$ cat config.mk
export PLATFORM = sky130hd
export DESIGN_NAME = dpwm_duty_scheduler
export DESIGN_NICKNAME = d
export VERILOG_FILES = /design/src/rtl/dpwm_duty_scheduler.sv
export SDC_FILE = /design/constraint.sdc
export NUM_CORES = 1
export LEC_CHECK = 0
export CORE_MARGIN = 2
export CORE_UTILIZATION = 58
export CTS_CLUSTER_DIAMETER = 200
export DETAILED_ROUTE_END_ITERATION = 8
export PLACE_DENSITY = 0.91
export SKIP_LAST_GASP = 1
export SYNTH_ARGS = -nofsm -noshare
export SYNTH_HDL_FRONTEND = slang
export SYNTH_SLANG_ARGS = --single-unit
$ cat constraint.sdc
create_clock -name clk -period 7 [get_ports clk]
set_input_delay 1.4 -clock clk [delete_from_list [all_inputs] [get_ports clk]]
set_output_delay 1.4 -clock clk [all_outputs]
set_load 0.02 [all_outputs]
$ cat src/rtl/dpwm_duty_scheduler.sv
// dpwm_duty_scheduler
// Sequences the duty command into the 6-bit DPWM comparator (d_n_out).
// Requests arrive over valid/ready and are clamped to [D_MIN, D_MAX].
// A soft-start ramp runs after enable. New duty values are committed only on
// the sync pulse (counter wrap), so the threshold never changes mid-period.
// A fault forces duty to zero.
// Optional feature macro: DUTY_SLEW_LIMIT_EN. When it is defined, each RUN
// commit moves the duty toward the pending value by at most MAX_STEP.
module dpwm_duty_scheduler #(
  parameter int DW       = 6,
  parameter int D_MIN    = 2,
  parameter int D_MAX    = 58,
  parameter int SS_STEP  = 1,
  parameter int MAX_STEP = 4
) (
  input  logic          clk,
  input  logic          rst,
  input  logic          en,
  input  logic          sync,
  input  logic          fault,
  input  logic          req_valid,
  input  logic [DW-1:0] req_duty,
  output logic          req_ready,
  output logic [DW-1:0] d_n_out,
  output logic [1:0]    state,
  output logic          ss_done,
  output logic          clamp_flag
);

  typedef enum logic [1:0] {
    ST_IDLE  = 2'b00,
    ST_SOFT  = 2'b01,
    ST_RUN   = 2'b10,
    ST_FAULT = 2'b11
  } state_t;

`ifdef DUTY_SLEW_LIMIT_EN
  localparam bit SLEW_EN = 1'b1;
`else
  localparam bit SLEW_EN = 1'b0;
`endif

  // Without the slew limit the step bound exceeds any possible duty difference,
  // so every commit lands directly on the pending value.
  localparam int              STEP_LIM = SLEW_EN ? MAX_STEP : (1 << DW);
  localparam logic [DW:0]     L_STEP   = (DW+1)'(STEP_LIM);
  localparam logic [DW:0]     L_SS     = (DW+1)'(SS_STEP);
  localparam logic [DW-1:0]   L_DMIN   = DW'(D_MIN);
  localparam logic [DW-1:0]   L_DMAX   = DW'(D_MAX);

  function automatic logic [DW-1:0] f_clamp(input logic [DW-1:0] v);
    if (v < L_DMIN)      return L_DMIN;
    else if (v > L_DMAX) return L_DMAX;
    else                 return v;
  endfunction

  function automatic logic f_outside(input logic [DW-1:0] v);
    return (v < L_DMIN) || (v > L_DMAX);
  endfunction

  state_t        r_state, w_state_nxt;
  logic [DW-1:0] r_d_n, w_d_nxt;
  logic [DW-1:0] r_target, w_target_nxt;
  logic [DW-1:0] r_pend, w_pend_nxt;
  logic          r_pend_v, w_pend_v_nxt;
  logic          r_clamp, w_clamp_nxt;
  logic          r_ss_done, w_ss_done_nxt;

  logic          w_xfer;
  logic [DW-1:0] w_clamped;
  logic [DW:0]   w_sum;
  logic [DW-1:0] w_ramp;
  logic          w_up;
  logic [DW-1:0] w_diff;
  logic [DW-1:0] w_commit;
  logic          w_commit_done;

  assign w_xfer    = req_valid & req_ready;
  assign w_clamped = f_clamp(req_duty);
  assign w_sum     = {1'b0, r_d_n} + L_SS;

  // Ready: open in SOFT, open in RUN only when the single pending slot is free.
  always_comb begin
    req_ready = 1'b0;
    case (r_state)
      ST_SOFT: req_ready = 1'b1;
      ST_RUN:  req_ready = ~r_pend_v;
      default: req_ready = 1'b0;
    endcase
  end

  // Soft-start ramp value: one step up, never past target (no wrap at DW+1 bits).
  always_comb begin
    w_ramp = r_target;
    if (w_sum > {1'b0, r_target}) begin
      w_ramp = r_target;
    end else begin
      w_ramp = w_sum[DW-1:0];
    end
  end

  // RUN commit value toward pending, limited to STEP_LIM per period.
  always_comb begin
    w_up          = (r_pend > r_d_n);
    w_diff        = w_up ? (r_pend - r_d_n) : (r_d_n - r_pend);
    w_commit      = r_pend;
    w_commit_done = 1'b1;
    if ({1'b0, w_diff} > L_STEP) begin
      w_commit      = w_up ? (r_d_n + L_STEP[DW-1:0]) : (r_d_n - L_STEP[DW-1:0]);
      w_commit_done = 1'b0;
    end else begin
      w_commit      = r_pend;
      w_commit_done = 1'b1;
    end
  end

  // Next-state logic: fault > en deassert > sync commit > request capture.
  always_comb begin
    w_state_nxt  = r_state;
    w_d_nxt      = r_d_n;
    w_target_nxt = r_target;
    w_pend_nxt   = r_pend;
    w_pend_v_nxt = r_pend_v;
    w_clamp_nxt  = w_xfer & f_outside(req_duty);
    if (fault && (r_state != ST_FAULT)) begin
      w_state_nxt  = ST_FAULT;
      w_d_nxt      = '0;
      w_pend_v_nxt = 1'b0;
      w_target_nxt = L_DMIN;
    end else begin
      case (r_state)
        ST_IDLE: begin
          if (sync && en) begin
            w_state_nxt = ST_SOFT;
            w_d_nxt     = L_DMIN;
          end else begin
            w_d_nxt     = '0;
          end
        end
        ST_SOFT: begin
          if (w_xfer) begin
            w_target_nxt = w_clamped;
          end else begin
            w_target_nxt = r_target;
          end
          if (sync && !en) begin
            w_state_nxt  = ST_IDLE;
            w_d_nxt      = '0;
            w_pend_v_nxt = 1'b0;
          end else if (sync) begin
            w_d_nxt = w_ramp;
            if (w_ramp == r_target) begin
              w_state_nxt = ST_RUN;
            end else begin
              w_state_nxt = ST_SOFT;
            end
          end else begin
            w_d_nxt = r_d_n;
          end
        end
        ST_RUN: begin
          if (sync && !en) begin
            w_state_nxt  = ST_IDLE;
            w_d_nxt      = '0;
            w_pend_v_nxt = 1'b0;
          end else if (sync && r_pend_v) begin
            w_d_nxt      = w_commit;
            w_pend_v_nxt = ~w_commit_done;
          end else if (w_xfer) begin
            w_pend_nxt   = w_clamped;
            w_pend_v_nxt = 1'b1;
          end else begin
            w_pend_v_nxt = r_pend_v;
          end
        end
        ST_FAULT: begin
          w_d_nxt = '0;
          if (!fault && !en) begin
            w_state_nxt = ST_IDLE;
          end else begin
            w_state_nxt = ST_FAULT;
          end
        end
        default: begin
          w_state_nxt  = ST_FAULT;
          w_d_nxt      = '0;
          w_pend_v_nxt = 1'b0;
          w_target_nxt = L_DMIN;
        end
      endcase
    end
    w_ss_done_nxt = (w_state_nxt == ST_RUN);
  end

  // State and datapath registers with synchronous reset.
  always_ff @(posedge clk) begin
    if (rst) begin
      r_state   <= ST_IDLE;
      r_d_n     <= '0;
      r_target  <= L_DMIN;
      r_pend    <= '0;
      r_pend_v  <= 1'b0;
      r_clamp   <= 1'b0;
      r_ss_done <= 1'b0;
    end else begin
      r_state   <= w_state_nxt;
      r_d_n     <= w_d_nxt;
      r_target  <= w_target_nxt;
      r_pend    <= w_pend_nxt;
      r_pend_v  <= w_pend_v_nxt;
      r_clamp   <= w_clamp_nxt;
      r_ss_done <= w_ss_done_nxt;
    end
  end

  assign d_n_out    = r_d_n;
  assign state      = r_state;
  assign ss_done    = r_ss_done;
  assign clamp_flag = r_clamp;

endmodule

# After elaboration in Yosys (flattened, before gate mapping)
# Cells that the tools add are included.
# word_totals
reg_bits,23
in_bits,12
out_inout_bits,11
word_cells,72
# classes
n_addsub,3
order_cmp,5
eq_ne,11
muxes,25
n_bitwise,6
n_reduce_logical,15
# op_table
op,n
6-bit 2-to-1 mux,9
6-bit case mux with 4 select lines,1
2-bit 2-to-1 mux,8
6-bit subtractor,2
"3-bit != test, second input constant",3
2-bit case mux with 4 select lines,1
"6-bit by 1-bit adder with 7-bit output, second input constant",1
"6-bit by 7-bit greater-than comparator with 1-bit output, second input constant",1
7-bit by 6-bit greater-than comparator with 1-bit output,1
"2-bit == test, second input constant",3
6-bit == test,1
6-bit greater-than comparator,1
"6-bit greater-than comparator, second input constant",1
"6-bit by 2-bit less-than comparator with 1-bit output, second input constant",1
3-bit AND reduction,2
1-bit logical AND,5
5-bit AND reduction,1
1-bit 2-to-1 mux,4
"2-bit != test, second input constant",2
"4-bit != test, second input constant",1
1-bit NOT,4
1-bit case mux with 2 select lines,2
1-bit bitwise AND,2
"2-bit by 1-bit == test with 1-bit output, second input constant",1
6 further kinds,7

# Longest topological paths before layout
# depth
ltp_word,10
depth_mapped,11
ltp_nobuf,11

# Worst setup path before layout
# No wires, ideal clock.
# synth_path
path_kind,reg2reg
startpoint,"register r_d_n[0], in the netlist d_n_out[0]"
endpoint,"register r_d_n[2], in the netlist d_n_out[2]"
setup_time_ps,131
t_arrival_ps,2709
t_required_ps,6869
setup_slack_ps,4160
path_stages_with_launch,12
path_buffers,0
synth_period_minus_slack_ps,2840
path_cell_list,dfxtp_1 ha_1 nand3_1 xor2_4 inv_1 ha_1 a21o_1 a21oi_1 a21oi_2 nor2_1 mux2i_1 o22ai_1
# synth_via
elab_chain_cells,6
word_cells_on_any_way,13
classes_between,3 x add/sub; 3 x order compare; 1 x eq/ne; 5 x mux; 1 x reduce/logical
# synth_lines
element,line_no,text
start: declaration,62,"logic [DW-1:0] r_d_n, w_d_nxt;"
start signal: assignment,207,r_d_n <= w_d_nxt;
6-bit by 1-bit adder with 7-bit output,80,"assign w_sum = {1'b0, r_d_n} + L_SS;"
7-bit by 6-bit greater-than comparator with 1-bit output,95,"if (w_sum > {1'b0, r_target}) begin"
6-bit 2-to-1 mux,95,
6-bit 2-to-1 mux,150,end else if (sync) begin
6-bit 2-to-1 mux,146,if (sync && !en) begin
6-bit case mux with 4 select lines,131,case (r_state)
# Several ways; a longest one is shown, not always the timed one. The select of a mux whose other input is x is not followed.
# A chain may end at the register's enable or synchronous reset.

# Final worst setup path
# layout_path
startpoint,"register r_state[0], in the netlist state[0]"
endpoint,output port req_ready
# layout_via
elab_chain_cells,2
word_cells_on_any_way,3
classes_between,2 x eq/ne; 1 x mux
# layout_lines
element,line_no,text
start: declaration,61,"state_t r_state, w_state_nxt;"
start signal: assignment,206,r_state <= w_state_nxt;
2-bit == test / 2-bit by 1-bit == test with 1-bit output (equally long branches),85,case (r_state)
1-bit case mux with 2 select lines (*),85,
end: declaration,23,"output logic req_ready,"
# Mark *: on every way between the ends. The rest lies on a longest branch, timed or not.

==> flow_metrics.env <==
export IMPL_multiInputGateArea_um2=1030
export IMPL_r2r_start="d_n_out[0]"
export IMPL_grt_max_degree=15
export IMPL_clockBufferDepth=2
export IMPL_r2r_cells=11
export IMPL_cts_htree_levels=1
export IMPL_synth_edf_count=0
export IMPL_cp_start_kind="register"
export IMPL_seqPwrFrac=0.446
export IMPL_fin_area_um2=1808
export IMPL_switching_power_mw=0.1161
export IMPL_ys_ff_latch=23
export IMPL_critPathCaptureType="primary output"
export IMPL_max_stage_delay_ns=0.61
export IMPL_hold_buffers=0
export IMPL_finalNetCount=226
export IMPL_skew_ns=0.005045
export IMPL_path_cells="inv_1, ha_1, nor2b_1, o21a_1, clkdlybuf4s50_1"
export IMPL_gp_congestion=0.8344
export IMPL_yosysMostFrequentCell="dfxtp_1"
export IMPL_switching_share=0.3564
export IMPL_tightestPinTransition_ns=0.6198
export IMPL_core_um2=2500
export IMPL_drtPass1Iterations=4
export IMPL_ys_types=45
export IMPL_power_internal_mw=0.2096
export IMPL_yosysTopAreaCellShare=0.2982
export IMPL_cts_tree="yes"
export IMPL_timing_fmax_mhz=282.5
export IMPL_required_ns=5.60
export IMPL_syn_to_final_growth_pct=17.10
export IMPL_cts_resized=0
export IMPL_seqCellArea_um2=460.4
export IMPL_p_per_area_nw_per_um2=180.1
export IMPL_cts_sinks=23
export IMPL_crit_buf_inv=2
export IMPL_cp_depth=5
export IMPL_post_route_min_period_ns=3.539
export IMPL_routed_via_count=1424
export IMPL_grt_usage=0.2472
export IMPL_drive_gt1_frac=0.05446
export IMPL_finalCritPeriodShare=0.5056
export IMPL_post_cts_buffers=0
export IMPL_drv_slew=0
export IMPL_hold_path_class="register to register"
export IMPL_start_util=0.6176
export IMPL_crit_start="state[0]"
export IMPL_stdcell_count=232
export IMPL_path_clk_slew_ns=0.12
export IMPL_reg2reg_to="d_n_out[2]"
export IMPL_synthTopCellsByCount="dfxtp_1 (23), nand2_1 (18), nor2_1 (14)"
export IMPL_die_y_um=55.60
export IMPL_dr_first_iter_drc_count=47
export IMPL_rows=18
export IMPL_wire_per_inst_um=15.48
export IMPL_maxSlewHeadroom=0.5868
export IMPL_syn_num_nets=204
export IMPL_ios=23
export IMPL_clockPowerShare=0.189
export IMPL_first_global_vias=1380
export IMPL_power_frac_comb=0.365
export IMPL_drc_errors=0
export IMPL_syn_inst=181
export IMPL_cp_max_fo=7
export IMPL_rsz0062_at_grt="false"
export IMPL_crit_path_top_delay_cell="clkdlybuf4s50_1"
export IMPL_fp_dieW_um=55.60
export IMPL_diodes=0
export IMPL_arrival_ns=2.14
export IMPL_overflow=0
export IMPL_n_fill_cell=194
export IMPL_leakage_nw=0.6714
export IMPL_vias_per_cell=6.138
export IMPL_timing_max_cap_violations=0
export IMPL_synthFlopType="dfxtp_1"
export IMPL_syn_area_um2=1544
export IMPL_dp_cells=228
export IMPL_final_hold_violation_count=0
export IMPL_avgSynthCellArea_um2=8.530
export IMPL_synth_warnings=0
export IMPL_grt_pass1_wl_mm=6.127
export IMPL_placed_area_um2=1782
export IMPL_numCtsBuffers=3
export IMPL_async_reset_ff_frac=0
export IMPL_status="completed"
export IMPL_synthTopCellsByArea="dfxtp_1 (30%), ha_1 (8.9%), mux2i_1 (5.2%)"
export IMPL_timing_setup_tns_ns=0
export IMPL_cts_root_buffer="clkbuf_4"
export IMPL_yosysTopAreaCell="dfxtp_1"
export IMPL_cp_top_family="buffers and inverters"
export IMPL_critPathKind="register to primary output"
export IMPL_ys_seq_area_frac=0.2982
export IMPL_dp_hpwl_mm=2.912
export IMPL_vdd_drop_max_mv=0.1641
export IMPL_endpoint="req_ready"
export IMPL_antenna_found_initial=0
export IMPL_setup_viol=0
export IMPL_die_area_um2=3091
export IMPL_rrSetupSlack_ns=3.82
export IMPL_clock_latency_ns=0.32
export IMPL_port_buffers=22
export IMPL_wirelength_mm=3.591
export IMPL_drtAntennaViolNets=0
-- per-layer routing --
layer | routed length, um | vias up | track usage
met1 | 1554 | 671 | 0.2859
met3 | 132 | 11 | 0.03488
li1 | - | 699 | -
met2 | 1814 | 43 | 0.4490
met4 | 89 | 0 | 0.1080
met5 | 0 | - | 0
-- cell type report --
class,count,share of cell area
clock buffers,4,0.01453
repair buffers,22,0.1218
inverters,9,0.01869
flip-flops and latches,23,0.2547
well taps,30,0.02076
multi-input cells,144,0.5696
-- metrics by stage --
| step | util | hold slack [ns] | worst slack [ns] | total power, mW |
|---|---|---|---|---|
| after floorplan | - | 0.4487 | 4.160 | 0.2281 |
| after global placement | 0.7127 | 0.4664 | 3.522 | 0.2609 |
| after detailed placement | 0.7127 | 0.4722 | 3.418 | 0.2657 |
| after CTS | 0.7232 | 0.4913 | 3.460 | 0.3262 |
| after global routing | 0.7232 | 0.5114 | 3.338 | 0.3432 |
| final | 0.7232 | 0.4930 | 3.461 | 0.3256 |
-- power by group through the flow --
stage | clock network (mW) | registers, mW | logic, mW
detailed placement | 0 | 0.148 | 0.118
global placement | 0 | 0.147 | 0.114
global route | 0.0670 | 0.146 | 0.130
finish | 0.0616 | 0.145 | 0.119
CTS | 0.0626 | 0.145 | 0.119
floorplan | 0 | 0.151 | 0.0769
-- flip-flops by register name, indices dropped and copies added (netlist names) --
| name | cells |
|---|---|
| d_n_out | 6 |
| r_pend | 6 |
| r_target | 6 |
| state | 2 |
| clamp_flag | 1 |
| r_pend_v | 1 |
| ss_done | 1 |
-- logic make-up (layout without fill, tap and decap cells) --
kind of cell	Yosys count	count (layout)	synth area share
flip-flops	23	23	0.2982
adder cells (fa/ha/maj)	11	11	0.08914
XOR/XNOR	10	10	0.08266
multiplexers	8	8	0.05187
buffers and inverters	14	35	0.03484
AND/OR/NAND/NOR	69	69	0.2196
AO/OA/AOI/OAI	46	46	0.2237
-- cells in the final DEF, fill, tap and decap left out, types with 2 or more instances in the layout --
cell / count
nand3_1: 12
o21ai_1: 3
o22a_1: 2
a211o_1: 3
clkdlybuf4s50_1: 22
and2_1: 2
mux2i_1: 8
nand4_1: 3
a21oi_1: 13
ha_1: 11
a22oi_1: 5
nor2_1: 14
nor2b_1: 2
dfxtp_1: 23
nor3_1: 4
xor2_1: 2
or4_1: 2
o22ai_1: 4
a211oi_1: 2
a31oi_1: 2
xnor2_1: 5
nand2b_1: 6
nand2_1: 18
clkbuf_4: 3
a21o_1: 3
inv_1: 9
-- worst min-delay path by stage --
stage                            from          end  cells past startpoint
after global placement      r_pend[0]    r_pend[0]                      2
after CTS                   r_pend[0]    r_pend[0]                      2
final                       r_pend[0]    r_pend[0]                      2
after detailed placement    r_pend[0]    r_pend[0]                      2
after global routing        r_pend[0]    r_pend[0]                      2
after floorplan           r_target[2]  r_target[2]                      2
-- worst register-to-register path: cells and delay by family (launching register included) --
| kind | cells | cell delay (ns) |
|---|---|---|
| adder cells (fa/ha/maj) | 2 | 0.56 |
| AO/OA/AOI/OAI | 4 | 0.61 |
| buffers and inverters | 1 | 0.08 |
| AND/OR/NAND/NOR | 2 | 0.73 |
| multiplexers | 1 | 0.28 |
| flip-flops | 1 | 0.51 |
| XOR/XNOR | 1 | 0.30 |
Note: power is estimated with default switching activity, not from simulation.
